File: src/rtl/usb2_ep_pkg.sv
// Shared types and constants for the usb2 endpoint buffer clients.
package usb2_ep_pkg;

   localparam int unsigned EP_ADDR_W  = 11;
   localparam int unsigned EP_BUF_MAX = 1024;

   typedef enum logic [1:0] {
      S_WAIT_RDY = 2'd0,
      S_FILL     = 2'd1,
      S_COMMIT   = 2'd2,
      S_ACK_WAIT = 2'd3
   } ep_wr_state_e;

endpackage

File: src/rtl/usb2_sync2.sv
// Two-flop single-bit synchronizer with synchronous active-high reset.
module usb2_sync2 (
   input  logic clk,
   input  logic reset,
   input  logic d,
   output logic q
);

   logic meta;

   always_ff @(posedge clk) begin
      if (reset) begin
         meta <= 1'b0;
         q    <= 1'b0;
      end else begin
         meta <= d;
         q    <= meta;
      end
   end

endmodule

File: src/rtl/usb2_ep_in_writer.sv
// Stream-to-endpoint writer: fills one buffer half with sequential bytes and
// commits on full packet, s_last, flush or idle timeout, with optional ZLP.
module usb2_ep_in_writer
   import usb2_ep_pkg::*;
#(
   parameter int unsigned MAX_PKT = 512,
   parameter int unsigned TIMEOUT = 1024,
   parameter bit          ZLP_EN  = 1'b1
) (
   input  logic                 wr_clk,
   input  logic                 reset,
   input  logic [7:0]           s_data,
   input  logic                 s_valid,
   output logic                 s_ready,
   input  logic                 s_last,
   input  logic                 flush,
   output logic [EP_ADDR_W-1:0] buf_in_addr,
   output logic [7:0]           buf_in_data,
   output logic                 buf_in_wren,
   input  logic                 buf_in_ready,
   output logic                 buf_in_commit,
   output logic [EP_ADDR_W-1:0] buf_in_commit_len,
   input  logic                 buf_in_commit_ack,
   output logic [15:0]          pkt_count,
   output logic                 busy
);

   localparam int unsigned MAX_LEN = (MAX_PKT > EP_BUF_MAX) ? EP_BUF_MAX : MAX_PKT;
   localparam int unsigned TO_W    = (TIMEOUT < 1) ? 1 : $clog2(TIMEOUT + 1);

   ep_wr_state_e         state, state_nxt;
   logic [EP_ADDR_W-1:0] count, count_nxt, count_post, len_nxt;
   logic [TO_W-1:0]      to_cnt, to_nxt;
   logic [15:0]          pkt_nxt;
   logic                 zlp_pend, zlp_nxt;
   logic                 rdy_s, ack_s;
   logic                 accept, trig;

   usb2_sync2 u_sync_rdy (.clk(wr_clk), .reset(reset), .d(buf_in_ready),      .q(rdy_s));
   usb2_sync2 u_sync_ack (.clk(wr_clk), .reset(reset), .d(buf_in_commit_ack), .q(ack_s));

   always_ff @(posedge wr_clk) begin
      if (reset) state <= S_WAIT_RDY;
      else       state <= state_nxt;
   end

   always_comb begin
      state_nxt  = state;
      accept     = s_valid & s_ready;
      count_post = count + EP_ADDR_W'(accept);
      count_nxt  = count;
      to_nxt     = to_cnt;
      len_nxt    = buf_in_commit_len;
      pkt_nxt    = pkt_count;
      zlp_nxt    = zlp_pend;
      trig       = 1'b0;
      case (state)
         S_WAIT_RDY: begin
            if (rdy_s && zlp_pend) begin
               state_nxt = S_COMMIT;
               len_nxt   = '0;
            end else if (rdy_s) begin
               state_nxt = S_FILL;
            end
         end
         S_FILL: begin
            count_nxt = count_post;
            if (accept || count == '0)            to_nxt = '0;
            else if (to_cnt != TO_W'(TIMEOUT))    to_nxt = to_cnt + TO_W'(1);
            // all triggers look at the count including this cycle's byte
            trig = (count_post == EP_ADDR_W'(MAX_LEN)) ||
                   (accept && s_last) ||
                   (flush && count_post != '0) ||
                   ((TIMEOUT != 0) && to_nxt == TO_W'(TIMEOUT) && count_post != '0);
            if (ZLP_EN && accept && s_last && count_post == EP_ADDR_W'(MAX_LEN))
               zlp_nxt = 1'b1;
            if (trig) begin
               state_nxt = S_COMMIT;
               len_nxt   = count_post;
            end
         end
         S_COMMIT: begin
            if (ack_s) begin
               state_nxt = S_ACK_WAIT;
               pkt_nxt   = pkt_count + 16'd1;
               if (buf_in_commit_len == '0) zlp_nxt = 1'b0;
            end
         end
         S_ACK_WAIT: begin
            if (!ack_s) begin
               state_nxt = S_WAIT_RDY;
               count_nxt = '0;
               to_nxt    = '0;
            end
         end
         default: state_nxt = S_WAIT_RDY;
      endcase
   end

   // commit rises one cycle after entering S_COMMIT so the last write lands first
   always_ff @(posedge wr_clk) begin
      if (reset) begin
         count             <= '0;
         to_cnt            <= '0;
         zlp_pend          <= 1'b0;
         s_ready           <= 1'b0;
         buf_in_wren       <= 1'b0;
         buf_in_addr       <= '0;
         buf_in_data       <= '0;
         buf_in_commit     <= 1'b0;
         buf_in_commit_len <= '0;
         pkt_count         <= '0;
         busy              <= 1'b0;
      end else begin
         count             <= count_nxt;
         to_cnt            <= to_nxt;
         zlp_pend          <= zlp_nxt;
         s_ready           <= (state_nxt == S_FILL);
         buf_in_wren       <= accept;
         if (accept) begin
            buf_in_addr <= count;
            buf_in_data <= s_data;
         end
         buf_in_commit     <= (state == S_COMMIT) && (state_nxt == S_COMMIT);
         buf_in_commit_len <= len_nxt;
         pkt_count         <= pkt_nxt;
         busy              <= (state_nxt != S_WAIT_RDY) || (count_nxt != '0);
      end
   end

endmodule

File: config.mk
export PLATFORM = sky130hd
export DESIGN_NAME = usb2_ep_in_writer
export DESIGN_NICKNAME = d
export VERILOG_FILES = /design/src/rtl/usb2_ep_pkg.sv /design/src/rtl/usb2_sync2.sv /design/src/rtl/usb2_ep_in_writer.sv
export SDC_FILE = /design/constraint.sdc
export NUM_CORES = 1
export LEC_CHECK = 0
export CORE_MARGIN = 2
export CORE_UTILIZATION = 48
export CTS_CLUSTER_SIZE = 28
export DETAILED_ROUTE_END_ITERATION = 12
export PLACE_DENSITY = 0.81
export SLEW_MARGIN = 20
export SYNTH_ARGS = -nofsm -noshare
export SYNTH_HDL_FRONTEND = slang
export SYNTH_SLANG_ARGS = --single-unit
File: constraint.sdc
create_clock -name wr_clk -period 3.4 [get_ports wr_clk]
set_clock_uncertainty 0.05 [all_clocks]
set_input_delay 0.68 -clock wr_clk [delete_from_list [all_inputs] [get_ports wr_clk]]
set_output_delay 0.68 -clock wr_clk [all_outputs]
set_load 0.02 [all_outputs]
==> impl_metrics.toml, run 1 <==
[route]
highest_layer = "met4"
avgRoutedWirePerCell_um = 15.0
met2WireLength_um = 4500
met3_length_um = 469
remaining_drc_errors = 0
first_iter_violations = 406
vias = 3554
via_per_inst = 5.75
ant_nets = 0
dr.pass1.iters = 5
met1_length_um = 4160
wl_um = 9270

[setup_path]
startpoint_type = "primary input"
cp_max_fo = 11
criticalPathCategory = "primary input to flop"
max_stage_delay_ns = 0.45
reg2reg_to = "buf_in_commit_len[10]$_SDFFE_PP0P_"
r2r_slack_ns = 0.31
worstPathRequired_ns = 3.60
arrival_ns = 3.48
critPathTopFamily = "compound AO/OA/AOI/OAI gates"
worst-path-buf-inv = 2
worstPathCellList = "clkdlybuf4s50_1, nand2_1, inv_1, ha_1, ha_1, nand2_1, o31a_1, nor4b_2, nand4_1, o211a_1, a211o_2, a32o_1"
r2r_cells = 8
end_kind = "flop"
cpMaxStageDelayCell = "clkdlybuf4s50_1"
r2r_start = "to_cnt[1]$_SDFFE_PP0P_"

[yosys]
yosysWarnings = 0
ys_seq_area_share_pct = 42.5
syn-instance-count = 458
synth_top_family_by_area = "simple AND/OR/NAND/NOR gates"
synth_fa_ha_area_share_pct = 1.68
synth-simple-area-share_pct = 25.8
synth.net_count = 478
synth_top_area_share_pct = 42.5
synth_top_area_cell = "dfxtp_1"
muxShareOfSynthArea_pct = 0.875
synth_xor_area_share_pct = 5.89
syn_area_per_cell_um2 = 8.12
synth_compound_area_share_pct = 18.6
syn-cell-area_um2 = 3720
ys_async_sr_fraction_pct = 0
ys_ff_latch = 79
synth.distinct_cells = 51
synth_edf_count = 0
netlist_top_cells_area = "dfxtp_1 43%, nand2_1 6.7%, a21oi_1 5.8%"
synth-main-ff-cell = "dfxtp_1"

[sta]
finalSetupViolCount = 0
finalCritPeriodShare_pct = 96.5
rsz0062_at_grt = "true"
final-max-slew-violation-count = 0
max_slew_margin_pct = 64.7
worstMarginPinSlew_ns = 0.529
fmax_mhz = 305
post-route-min-period_ns = 3.28
hold_viol = 0

[global_routing]
grt_pass1_vias = 3321
grt_pass1_wl_um = 15500
grt_max_degree = 52
antenna_found_initial = 0
grt_usage_pct = 22.4
grt-ovfl-total = 0

[cts]
cts_setup_buffers = 0
clkTransAtPathRegs_ns = 0.09
tritoncts = "yes"
cts_htree_levels = 3
cts_inserted_buffers = 9
cts_root_buf = "clkbuf_8"
post_cts_resized = 0
postCtsHoldBufs = 0
cts_num_sinks = 79
insertion_delay_ns = 0.36
cts.path.max_buffers = 2

[power_and_ir_drop]
p_per_area_nw_per_um2 = 407
power.ir.vdd_worst_uv = 338
leakage_nw = 1.57

[floorplan]
dieArea_um2 = 8460
initial_core_util_pct = 48.9
row_count = 32
core_um2 = 7610
dieWidth_um = 92
die_y_um = 92
io-pin-count = 65

[flow_run]
maxCapViolCount = 0

[finish]
stdcell_area_um2 = 4650
layout-drive-gt1-share_pct = 7.75
mostFrequentLayoutCells = "79 x dfxtp_1, 66 x nand2_1, 63 x clkdlybuf4s50_1"
area_growth_pct = 25.0
final_nets = 531
final_cells = 618
diodes = 0
layout_commonest_cell = "dfxtp_1"

[min_path]
hold_end = "u_sync_rdy.q$_SDFF_PP0_"
hold_depth = 1
min_from = "u_sync_rdy.meta$_SDFF_PP0_"
min_path_type = "flop to flop"

[placed_design]
portBuffers = 64
hpwl_um = 6410
dp_cells = 602
placed_area_um2 = 4430
gp_congestion = 0.967

[run_status]
outcome = "complete, no violations"
## power by group
part | internal, mW | total, mW | switching, mW
Combinational | 0.0819 | 0.214 | 0.132
Sequential | 0.944 | 0.964 | 0.0201
Clock | 0.349 | 0.713 | 0.364
## cell usage after synthesis, types with 4 or more instances
library cell,instances
nor2_1,48
or2_2,4
nor2b_1,10
inv_1,8
and3_1,6
a32o_1,11
clkbuf_1,21
a31oi_1,6
xnor2_1,10
a21oi_1,43
ha_1,5
buf_2,9
a22oi_1,4
a311oi_1,4
nor4_1,9
dfxtp_1,79
nand2b_1,4
xor2_1,15
nand3_1,13
or3_1,8
nor3_1,6
nand2_1,66
nand4_1,9
o21ai_0,21
## sequential cells by signal, indices dropped and copies added (netlist names), 2 cells and up
name,count
buf_in_addr,11
buf_in_data,8
pkt_count,16
buf_in_commit_len,11
count,11
state,2
to_cnt,11
## per-stage QoR
stage	hold slack [ns]	TNS (ns)	total power [mW]	setup slack, ns	util, %
2_1_floorplan	0.364	0	1.12	0.00183	-
3_3_place_gp	0.367	-1.80	1.19	-0.160	58.2
3_5_place_dp	0.372	-2.40	1.19	-0.210	58.2
4_1_cts	0.395	0	1.90	0.128	60.9
5_1_grt	0.407	-0.00249	1.96	-0.00249	61.1
6_report	0.392	0	1.89	0.120	61.1
## area by class of cell
type                       count  area (µm²)
timing repair buffer          75         718
tap                          102         128
multi-input combinational    338        1980
clock inverter                 7        81.3
clock buffer                   9         124
fill                         666        2960
inverter                       8        30.0
sequential                    79        1580
## how the worst max path moves through the flow
stage             from                                 end  slack, ns  cells after the start
5_1_grt        s_valid   buf_in_commit_len[7]$_SDFFE_PP0P_     -0.002                     12
6_report       s_valid  buf_in_commit_len[10]$_SDFFE_PP0P_       0.12                     12
3_5_place_dp   s_valid   buf_in_commit_len[9]$_SDFFE_PP0P_      -0.21                     12
3_3_place_gp   s_valid   buf_in_commit_len[0]$_SDFFE_PP0P_      -0.16                     12
2_1_floorplan  s_valid   buf_in_commit_len[8]$_SDFFE_PP0P_      0.002                     14
4_1_cts        s_valid   buf_in_commit_len[7]$_SDFFE_PP0P_       0.13                     12
## logic make-up (layout without fill, tap and decap cells)
family | after synthesis | count (layout)
AO/OA/AOI/OAI | 107 | 107
XOR/XNOR | 25 | 25
adder cells (fa/ha/maj) | 5 | 5
buffers and inverters | 41 | 99
flip-flops | 79 | 79
multiplexers | 3 | 3
AND/OR/NAND/NOR | 198 | 198
## metal layers
metal	GRT usage [%]	up-vias
li1	-	1722
met1	29.1	1702
met2	37.1	116
met3	4.77	14
met4	7.46	0
met5	0	-
Power figures use the tool's default switching activity.
==> inputs of run 2 (changes only) <==
--- a/config.mk
+++ b/config.mk
@@ -10,7 +10,7 @@
 export CTS_CLUSTER_SIZE = 28
 export DETAILED_ROUTE_END_ITERATION = 12
 export PLACE_DENSITY = 0.81
-export SLEW_MARGIN = 20
+export SLEW_MARGIN = 15
 export SYNTH_ARGS = -nofsm -noshare
 export SYNTH_HDL_FRONTEND = slang
 export SYNTH_SLANG_ARGS = --single-unit
==> results of run 2 <==
Final layout, timing and power as in run 1 (identical DEF).
